--- src/rtl/fifo_wr_arbiter_pkg.sv ---
// Shared types and helpers for the FIFO write-side round-robin arbiter.
package fifo_arb_pkg;

    typedef enum logic {
        IDLE  = 1'b0,
        BURST = 1'b1
    } arb_state_t;

    // Index width for n requesters; never narrower than one bit.
    function automatic int id_width(input int n);
        return (n > 1) ? $clog2(n) : 1;
    endfunction

endpackage

--- src/rtl/fifo_wr_arbiter_if.sv ---
// Producer-side handshake plus FIFO write port, as seen by the arbiter (slave)
// and by whatever drives the producers and the FIFO full flag (master).
interface fifo_wr_arbiter_if #(
    parameter int N_REQ = 4,
    parameter int WIDTH = 8,
    parameter int ID_W  = fifo_arb_pkg::id_width(N_REQ)
) ();

    logic [N_REQ-1:0]       req_valid_i;
    logic [N_REQ*WIDTH-1:0] req_data_i;
    logic [N_REQ-1:0]       req_ready_o;
    logic                   fifo_full_i;
    logic                   fifo_wr_en_o;
    logic [WIDTH-1:0]       fifo_data_o;
    logic [ID_W-1:0]        grant_id_o;
    logic                   grant_active_o;

    modport slave (
        input  req_valid_i, req_data_i, fifo_full_i,
        output req_ready_o, fifo_wr_en_o, fifo_data_o, grant_id_o, grant_active_o
    );

    modport master (
        output req_valid_i, req_data_i, fifo_full_i,
        input  req_ready_o, fifo_wr_en_o, fifo_data_o, grant_id_o, grant_active_o
    );

endinterface

--- src/rtl/fifo_wr_arbiter_rr_priority_pick.sv ---
// Combinational round-robin pick: first set request scanning upward from
// last_ptr+1 with wrap-around.
module rr_priority_pick
    import fifo_arb_pkg::*;
#(
    parameter int N_REQ = 4,
    parameter int ID_W  = id_width(N_REQ)
) (
    input  logic [N_REQ-1:0] req_i,
    input  logic [ID_W-1:0]  last_ptr_i,
    output logic [ID_W-1:0]  winner_o,
    output logic             any_valid_o
);

    logic [ID_W-1:0] idx;

    // Scan from the farthest candidate down so the nearest one is written last.
    always_comb begin
        // NOTE: every always_comb output gets a default first; a path that
        // leaves one unassigned would infer a latch.
        winner_o    = '0;
        any_valid_o = 1'b0;
        idx         = '0;
        for (int i = N_REQ; i >= 1; i--) begin
            idx = ID_W'((int'(last_ptr_i) + i) % N_REQ);
            if (req_i[idx]) begin
                winner_o    = idx;
                any_valid_o = 1'b1;
            end
        end
    end

endmodule

--- src/rtl/fifo_wr_arbiter.sv ---
// Round-robin arbiter sharing one synchronous-FIFO write port between N_REQ
// valid/ready producers, with bounded bursts and no pushes into a full FIFO.
module fifo_wr_arbiter
    import fifo_arb_pkg::*;
#(
    parameter int N_REQ     = 4,
    parameter int WIDTH     = 8,
    parameter int MAX_BURST = 4
) (
    input  logic              clk_i,
    input  logic              rst_i,
    fifo_wr_arbiter_if.slave  bus
);

    localparam int ID_W  = id_width(N_REQ);
    localparam int CNT_W = $clog2(MAX_BURST + 1);

    arb_state_t       state_q, state_d;
    logic [ID_W-1:0]  owner_q, owner_d;
    logic [ID_W-1:0]  last_ptr_q, last_ptr_d;
    logic [CNT_W-1:0] beat_cnt_q, beat_cnt_d;

    logic [ID_W-1:0]  winner;
    logic             any_valid;
    logic [ID_W-1:0]  sel;
    logic [N_REQ-1:0] ready;

    rr_priority_pick #(
        .N_REQ (N_REQ),
        .ID_W  (ID_W)
    ) u_pick (
        .req_i       (bus.req_valid_i),
        .last_ptr_i  (last_ptr_q),
        .winner_o    (winner),
        .any_valid_o (any_valid)
    );

    always_comb begin
        state_d    = state_q;
        owner_d    = owner_q;
        last_ptr_d = last_ptr_q;
        beat_cnt_d = beat_cnt_q;
        ready      = '0;
        sel        = owner_q;

        unique case (state_q)
            IDLE: begin
                sel = winner;
                if (any_valid && !bus.fifo_full_i) begin
                    ready[winner] = 1'b1;
                    owner_d       = winner;
                    if (MAX_BURST == 1) begin
                        last_ptr_d = winner;
                    end else begin
                        state_d    = BURST;
                        beat_cnt_d = CNT_W'(1);
                    end
                end
            end
            BURST: begin
                ready[owner_q] = !bus.fifo_full_i;
                // A dropped valid ends the burst; the cycle spent noticing it is the bubble.
                if (!bus.req_valid_i[owner_q]) begin
                    state_d    = IDLE;
                    last_ptr_d = owner_q;
                    beat_cnt_d = '0;
                end else if (!bus.fifo_full_i) begin
                    if (beat_cnt_q == CNT_W'(MAX_BURST - 1)) begin
                        state_d    = IDLE;
                        last_ptr_d = owner_q;
                        beat_cnt_d = '0;
                    end else begin
                        beat_cnt_d = beat_cnt_q + CNT_W'(1);
                    end
                end
            end
            default: ;
        endcase

        if (rst_i) begin
            ready = '0;
        end
    end

    always_ff @(posedge clk_i) begin
        // NOTE: state registers use non-blocking assignments so every flop
        // samples the pre-edge value of every other flop.
        if (rst_i) begin
            state_q    <= IDLE;
            owner_q    <= '0;
            last_ptr_q <= ID_W'(N_REQ - 1);
            beat_cnt_q <= '0;
        end else begin
            state_q    <= state_d;
            owner_q    <= owner_d;
            last_ptr_q <= last_ptr_d;
            beat_cnt_q <= beat_cnt_d;
        end
    end

    assign bus.req_ready_o    = ready;
    assign bus.fifo_wr_en_o   = |(bus.req_valid_i & ready);
    assign bus.fifo_data_o    = bus.req_data_i[sel*WIDTH +: WIDTH];
    assign bus.grant_active_o = (state_q == BURST);
    assign bus.grant_id_o     = (state_q == BURST) ? owner_q : '0;

endmodule
--- src/flat_wrapper.sv ---
// flat-port wrapper written by rule: the top's interface ports become plain ports
module fifo_wr_arbiter_flat import fifo_arb_pkg::*;
#(
    parameter int N_REQ     = 4,
    parameter int WIDTH     = 8,
    parameter int MAX_BURST = 4
)
  (clk_i, rst_i, bus_req_valid_i, bus_req_data_i, bus_fifo_full_i, bus_req_ready_o, bus_fifo_wr_en_o, bus_fifo_data_o, bus_grant_id_o, bus_grant_active_o);
  fifo_wr_arbiter_if #(.N_REQ(N_REQ), .WIDTH(WIDTH)) bus_i ();
  input  logic clk_i;
  input  logic rst_i;
  input wire logic [$bits(bus_i.req_valid_i)-1:0] bus_req_valid_i;
  input wire logic [$bits(bus_i.req_data_i)-1:0] bus_req_data_i;
  input wire logic [$bits(bus_i.fifo_full_i)-1:0] bus_fifo_full_i;
  output wire logic [$bits(bus_i.req_ready_o)-1:0] bus_req_ready_o;
  output wire logic [$bits(bus_i.fifo_wr_en_o)-1:0] bus_fifo_wr_en_o;
  output wire logic [$bits(bus_i.fifo_data_o)-1:0] bus_fifo_data_o;
  output wire logic [$bits(bus_i.grant_id_o)-1:0] bus_grant_id_o;
  output wire logic [$bits(bus_i.grant_active_o)-1:0] bus_grant_active_o;
  assign bus_i.req_valid_i = bus_req_valid_i;
  assign bus_i.req_data_i = bus_req_data_i;
  assign bus_i.fifo_full_i = bus_fifo_full_i;
  assign bus_req_ready_o = bus_i.req_ready_o;
  assign bus_fifo_wr_en_o = bus_i.fifo_wr_en_o;
  assign bus_fifo_data_o = bus_i.fifo_data_o;
  assign bus_grant_id_o = bus_i.grant_id_o;
  assign bus_grant_active_o = bus_i.grant_active_o;
  fifo_wr_arbiter #(.N_REQ(N_REQ), .WIDTH(WIDTH), .MAX_BURST(MAX_BURST)) u_core (.clk_i(clk_i), .rst_i(rst_i), .bus(bus_i));
endmodule
--- config.mk ---
export PLATFORM = sky130hd
export DESIGN_NAME = fifo_wr_arbiter_flat
export DESIGN_NICKNAME = d
export VERILOG_FILES = /design/src/rtl/fifo_wr_arbiter_pkg.sv /design/src/rtl/fifo_wr_arbiter_if.sv /design/src/rtl/fifo_wr_arbiter_rr_priority_pick.sv /design/src/rtl/fifo_wr_arbiter.sv /design/src/flat_wrapper.sv
export SDC_FILE = /design/constraint.sdc
export NUM_CORES = 1
export LEC_CHECK = 0
export CORE_MARGIN = 1.5
export CORE_UTILIZATION = 32
export CTS_BUF_LIST = sky130_fd_sc_hd__clkbuf_4 sky130_fd_sc_hd__clkbuf_8 sky130_fd_sc_hd__clkbuf_16
export DETAILED_ROUTE_END_ITERATION = 6
export PLACE_DENSITY = 0.75
export SLEW_MARGIN = 20
export SYNTH_ARGS = -nofsm -noshare
export SYNTH_HDL_FRONTEND = slang
export SYNTH_HIERARCHICAL = 1
export SYNTH_SLANG_ARGS = --single-unit
export TNS_END_PERCENT = 20
--- constraint.sdc ---
create_clock -name clk_i -period 3.16 [get_ports clk_i]
set_clock_uncertainty 0.2 [all_clocks]
set_input_delay 0.632 -clock clk_i [delete_from_list [all_inputs] [get_ports clk_i]]
set_output_delay 0.632 -clock clk_i [all_outputs]
set_load 0.005 [all_outputs]
[Word-level counts from Yosys, hierarchy flattened]
Index checks and enable logic that the tools add are counted.
Operators by class
  add/subtract/negate cells: 5
  bitwise logic cells: 3
  reduce and logical (&&, ||, !) cells: 8
  shifts and indexed selects: 1
  mux-type cells: 40
  equal/unequal tests: 5
  magnitude comparators: 8
Operators by type and width (count)
  32-bit by 6-bit variable part select with 8-bit output: 1
  2-bit by 3-bit less-than comparator with 1-bit output, second input constant: 6
  2-bit 2-to-1 mux: 9
  1-bit 2-to-1 mux: 15
  3-bit 2-to-1 mux: 4
  1-bit binary-select mux with 2-bit select: 5
  4-bit bitwise AND: 2
  4-bit 2-to-1 mux: 2
  4-bit case mux with 2 select lines: 1
  3-bit case mux with 2 select lines: 1
  2-bit by 1-bit adder with 2-bit output, second input constant: 2
  2-bit adder, second input constant: 2
  1-bit demux with 2-bit select: 2
  2-bit by 1-bit greater-or-equal comparator with 1-bit output, second input constant: 2
  2-bit inequality test, second input constant: 2
  2-bit AND reduction: 2
  4-bit OR reduction: 1
  3-bit by 1-bit adder with 3-bit output, second input constant: 1
  3-bit by 2-bit == test with 1-bit output, second input constant: 1
  1-bit logical AND: 3
  3-bit inequality test, second input constant: 1
  3-bit AND reduction: 1
  2-bit by 1-bit inequality test with 1-bit output, second input constant: 1
  1-bit case mux with 2 select lines: 1
  other kinds (2): 2
Storage, ports and cells
  bits in registers: 8
  input port bits: 39
  output and inout port bits: 16
  logic and storage cells: 74

[Depth between registers and ports, before layout]
  word-level depth: 16
  depth in mapped cells: 7
  depth with buffers taken out: 6

[Modules after synthesis]
Netlist, hierarchy kept.
Modules (own cells, without submodules)
  fifo_wr_arbiter: area an instance 790.8 µm², instances 1, cells an instance 79, sequential area each 160.2 µm²
  rr_priority_pick: area an instance 91.3 µm², instances 1, cells an instance 14, sequential area each 0.0 µm²

[Worst setup path after synthesis]
Ideal clock, no wire load.
  path kind: in2out
  start point: input bus_req_valid_i[2]
  end point: output bus_fifo_data_o[0]
  buffers on the path: 1
  stages on the path: 6
  path slack: 292 ps
  data required time: 2328 ps
  arrival time: 2036 ps
  path through: and2b_1 -> a21oi_2 -> o221ai_2 -> clkbuf_2 -> a21oi_4 -> mux4_1
On the way
  longest elaborated chain between the ends: 8
  elaborated cells between the ends (all ways): 14
  those cells by class: 1 x shift; 13 x mux
Ends and longest elaborated chain
  from (decl): line flat_wrapper.sv:12  | input wire logic [$bits(bus_i.req_valid_i)-1:0] bus_req_valid_i;
  1-bit binary-select mux with 2-bit select: line fifo_wr_arbiter_rr_priority_pick.sv:26  | if (req_i[idx]) begin
  1-bit 2-to-1 mux (not written as such): line fifo_wr_arbiter_rr_priority_pick.sv:26
  2-bit 2-to-1 mux (3 in series): line fifo_wr_arbiter_rr_priority_pick.sv:26
  2-bit 2-to-1 mux (*): line fifo_wr_arbiter_rr_priority_pick.sv:26
  net u_core.winner[0]: line fifo_wr_arbiter.sv:23  | logic [ID_W-1:0] winner;
  2-bit 2-to-1 mux (*): line fifo_wr_arbiter.sv:46  | unique case (state_q)
  32-bit by 6-bit variable part select with 8-bit output (*): line fifo_wr_arbiter.sv:103  | assign bus.fifo_data_o = bus.req_data_i[sel*WIDTH +: WIDTH];
  to (decl): line flat_wrapper.sv:17  | output wire logic [$bits(bus_i.fifo_data_o)-1:0] bus_fifo_data_o;
Mark *: on every way through the listed nets, which the timed path passes. The rest lies on a longest branch. The select of a mux whose other input is x is not followed.

[Worst setup path in the final report]
  start point: input bus_req_valid_i[3]
  end point: output bus_fifo_data_o[0]
The elaborated chain is that of the path after synthesis.

==> impl_metrics.yaml <==
route:
  top_layer: "met4"
  wl_per_cell_um: 15.38
  ant_nets: 0
  wirelength_met1_mm: 1.271
  via_count: 1056
  wl_met3_um: 178
  viasPerCell: 5.415
  drc: 0
  drtIter0Drc: 35
  drt-total-wl_mm: 2.999
  first_pass_iters: 4
  met2RoutedLength_mm: 1.491
global_routing:
  grt_pass1_vias: 1012
  antenna_found_initial: 0
  grt_pass1_wl_mm: 4.926
  grt_usage_pct: 19.97
  grt_max_degree: 10
  grt_overflow: 0
sta:
  hold_viol_final: 0
  fin_crit_sh_pct: 96.84
  maxSlewHeadroom_pct: 76.12
  drv_slew: 0
  grt_setup_unrepaired: "no"
  setup_viol: 0
  layout_setup_ws_ns: 0.09977
  fmax_mhz: 326.8
  worst_pin_slew_ns: 0.3569
  min_period_ns: 3.060
logic_synthesis:
  synth_nets: 133
  synth_edf_count: 0
  synth-async-reset-ratio_pct: 0
  synthDistinctLibCells: 37
  ys_seq_elements: 8
  syn_area_um2: 882.1
  synthFlopType: "dfxtp_1"
  synth_warnings: 6
  yosysSeqAreaShare_pct: 18.16
  synth_cells: 93
  postSynthAreaPerCell_um2: 9.485
min_path:
  hp-class: "register to register"
  min_delay_path_depth: 2
worst_setup_path:
  r2r_slack_ns: 1.32
  crit_path_frequent_cell: "buf_6"
  startpoint: "bus_req_valid_i[3]"
  worstReg2RegStart: "u_core/beat_cnt_q[0]"
  cp.required_ns: 2.33
  path_class: "input port to output pin"
  start_kind: "input port"
  slowest_delay_ns: 0.52
  path_max_fanout: 8
  crit_chain: "buf_6 > and2b_1 > a21oi_2 > o221ai_2 > buf_4 > a21oi_4 > buf_12 > mux4_2 > buf_6"
  crit_end: "bus_fifo_data_o[0]"
  crit_family: "buffers and inverters"
  r2r-end: "u_core/last_ptr_q[0]"
  r2r_cells: 5
  cp_num_buf_inv: 4
  crit_cells: 9
  critPathSlowestCell: "mux4_2"
  endpoint_kind: "output pin"
  worstPathArrival_ns: 2.23
floorplan:
  die_w_um: 55.50
  initial_utilization_pct: 34.66
  die_y_um: 55.50
  dieArea_um2: 3080
  row_count: 18
  pin_count: 55
  core_area_um2: 2545
flow_run:
  maxCapViolCount: 0
clock_network:
  cts.clk_slew.worst_paths_ns: 0.05
  clock_sinks: 8
  cts_buffers: 3
  insertion_delay_ns: 0.25
  cts_tree: "built"
  hold_buffers: 0
  cts-root-buf: "clkbuf_4"
  htreeDepth: 1
  max-clock-path-buffers: 2
final_layout:
  syn_to_final_growth_pct: 76.31
  post-route-util_pct: 61.11
  mostFrequentLayoutCells: "36 x clkdlybuf4s50_1, 18 x buf_4, 12 x nor2_1"
  fin_cells: 195
  fin_nets: 207
  antenna_cells: 0
  drive_above_1_share_pct: 34.55
  mostFrequentLayoutCell: "clkdlybuf4s50_1"
power:
  vdd_drop_max_v: 0.0002555
  leakage_nw: 0.6428
  powerDensity_nw_per_um2: 276.9
  power_mw: 0.4306
status:
  status: "finished clean"
placed_design:
  placedCellCount: 190
  portBuffers: 54
  dpl.hpwl_mm: 2.406
  gp_congestion: 0.8075
  pre_cts_ws_ns: -0.6327
## timing repair
| action | in CTS | in global routing |
|---|---|---|
| pin swaps | 4 | 3 |
| buffers inserted | 2 | 0 |
| endpoints found under the setup margin | 13 | 9 |
| gates resized for setup | 60 | 7 |
## stage by stage
| stage | TNS (ns) | instance area [um2] | hold WS [ns] |
|---|---|---|---|
| floorplan | 0 | 882.1 | 0.2433 |
| global placement | -6.199 | 1574 | 0.2564 |
| detailed placement | -6.922 | 1574 | 0.2675 |
| CTS | 0 | 1554 | 0.2743 |
| global route | 0 | 1555 | 0.2860 |
| finish | 0 | 1555 | 0.2779 |
## flip-flops by register name, indices dropped and copies added, names as in the netlist
register / flops
u_core/bus.grant_active_o: 1
u_core/beat_cnt_q: 3
u_core/owner_q: 2
u_core/last_ptr_q: 2
## where the power goes
part / switching (mW) / internal [mW] / leakage [nW]
combinational: 0.0882 / 0.150 / 0.563
sequential: 0.00791 / 0.107 / 0.0656
clock: 0.0335 / 0.0434 / 0.0138
## logic make-up (layout without fill, tap and decap cells)
| kind of cell | after synthesis | in the layout | share of synthesized area, % |
|---|---|---|---|
| AOI/OAI and AO/OA | 23 | 23 | 19.72 |
| muxes | 14 | 14 | 33.76 |
| adders and majority gates | 1 | 1 | 1.418 |
| buffers and inverters | 9 | 81 | 5.106 |
| and+or+nand+nor | 38 | 38 | 21.85 |
| DFF | 8 | 8 | 18.16 |
## worst reg2reg max path, stage by stage, from the launching register on
cell     delay, ns
dfxtp_1       0.35
ha_1          0.22
or3b_2        0.50
nand2_2       0.10
nand2_1       0.07
a221o_1       0.29
## worst min path at each step
stage                         start              endpoint  slack, ns
2_1_floorplan  u_core/beat_cnt_q[1]  u_core/beat_cnt_q[1]       0.24
3_3_place_gp   u_core/beat_cnt_q[1]  u_core/beat_cnt_q[1]       0.26
3_5_place_dp   u_core/beat_cnt_q[1]  u_core/beat_cnt_q[1]       0.27
4_1_cts        u_core/beat_cnt_q[1]  u_core/beat_cnt_q[1]       0.27
5_1_grt        u_core/beat_cnt_q[1]  u_core/beat_cnt_q[1]       0.29
6_report       u_core/beat_cnt_q[1]  u_core/beat_cnt_q[1]       0.28
## synth_stat cells, drive strengths merged, types with 2 or more instances
| cell | count | area share, % |
|---|---|---|
| a221o | 2 | 2.3 |
| mux4 | 10 | 29 |
| inv | 5 | 2.1 |
| dfxtp | 8 | 18 |
| nand2 | 10 | 4.5 |
| nor3 | 2 | 1.1 |
| or3b | 2 | 2.0 |
| mux2i | 2 | 2.3 |
| nor2 | 12 | 5.1 |
| clkbuf | 4 | 3.0 |
| a21oi | 12 | 8.9 |
| nand2b | 3 | 2.1 |
| mux2 | 2 | 2.6 |
| nand3 | 2 | 1.1 |
## per-layer routing
metal,track usage [%],vias up
li1,-,503
met1,24.78,496
met2,32.65,49
met3,6.089,8
met4,6.969,0
met5,0,-
## layout make-up
| class | instances | area [um2] |
|---|---|---|
| fill | 226 | 989.7 |
| multi-input combinational | 76 | 663.1 |
| timing repair buffer | 73 | 653.1 |
| sequential | 8 | 160.2 |
| tap | 30 | 37.54 |
| clock buffer | 3 | 22.52 |
| inverter | 5 | 18.77 |
(Power assumes the default switching activity.)
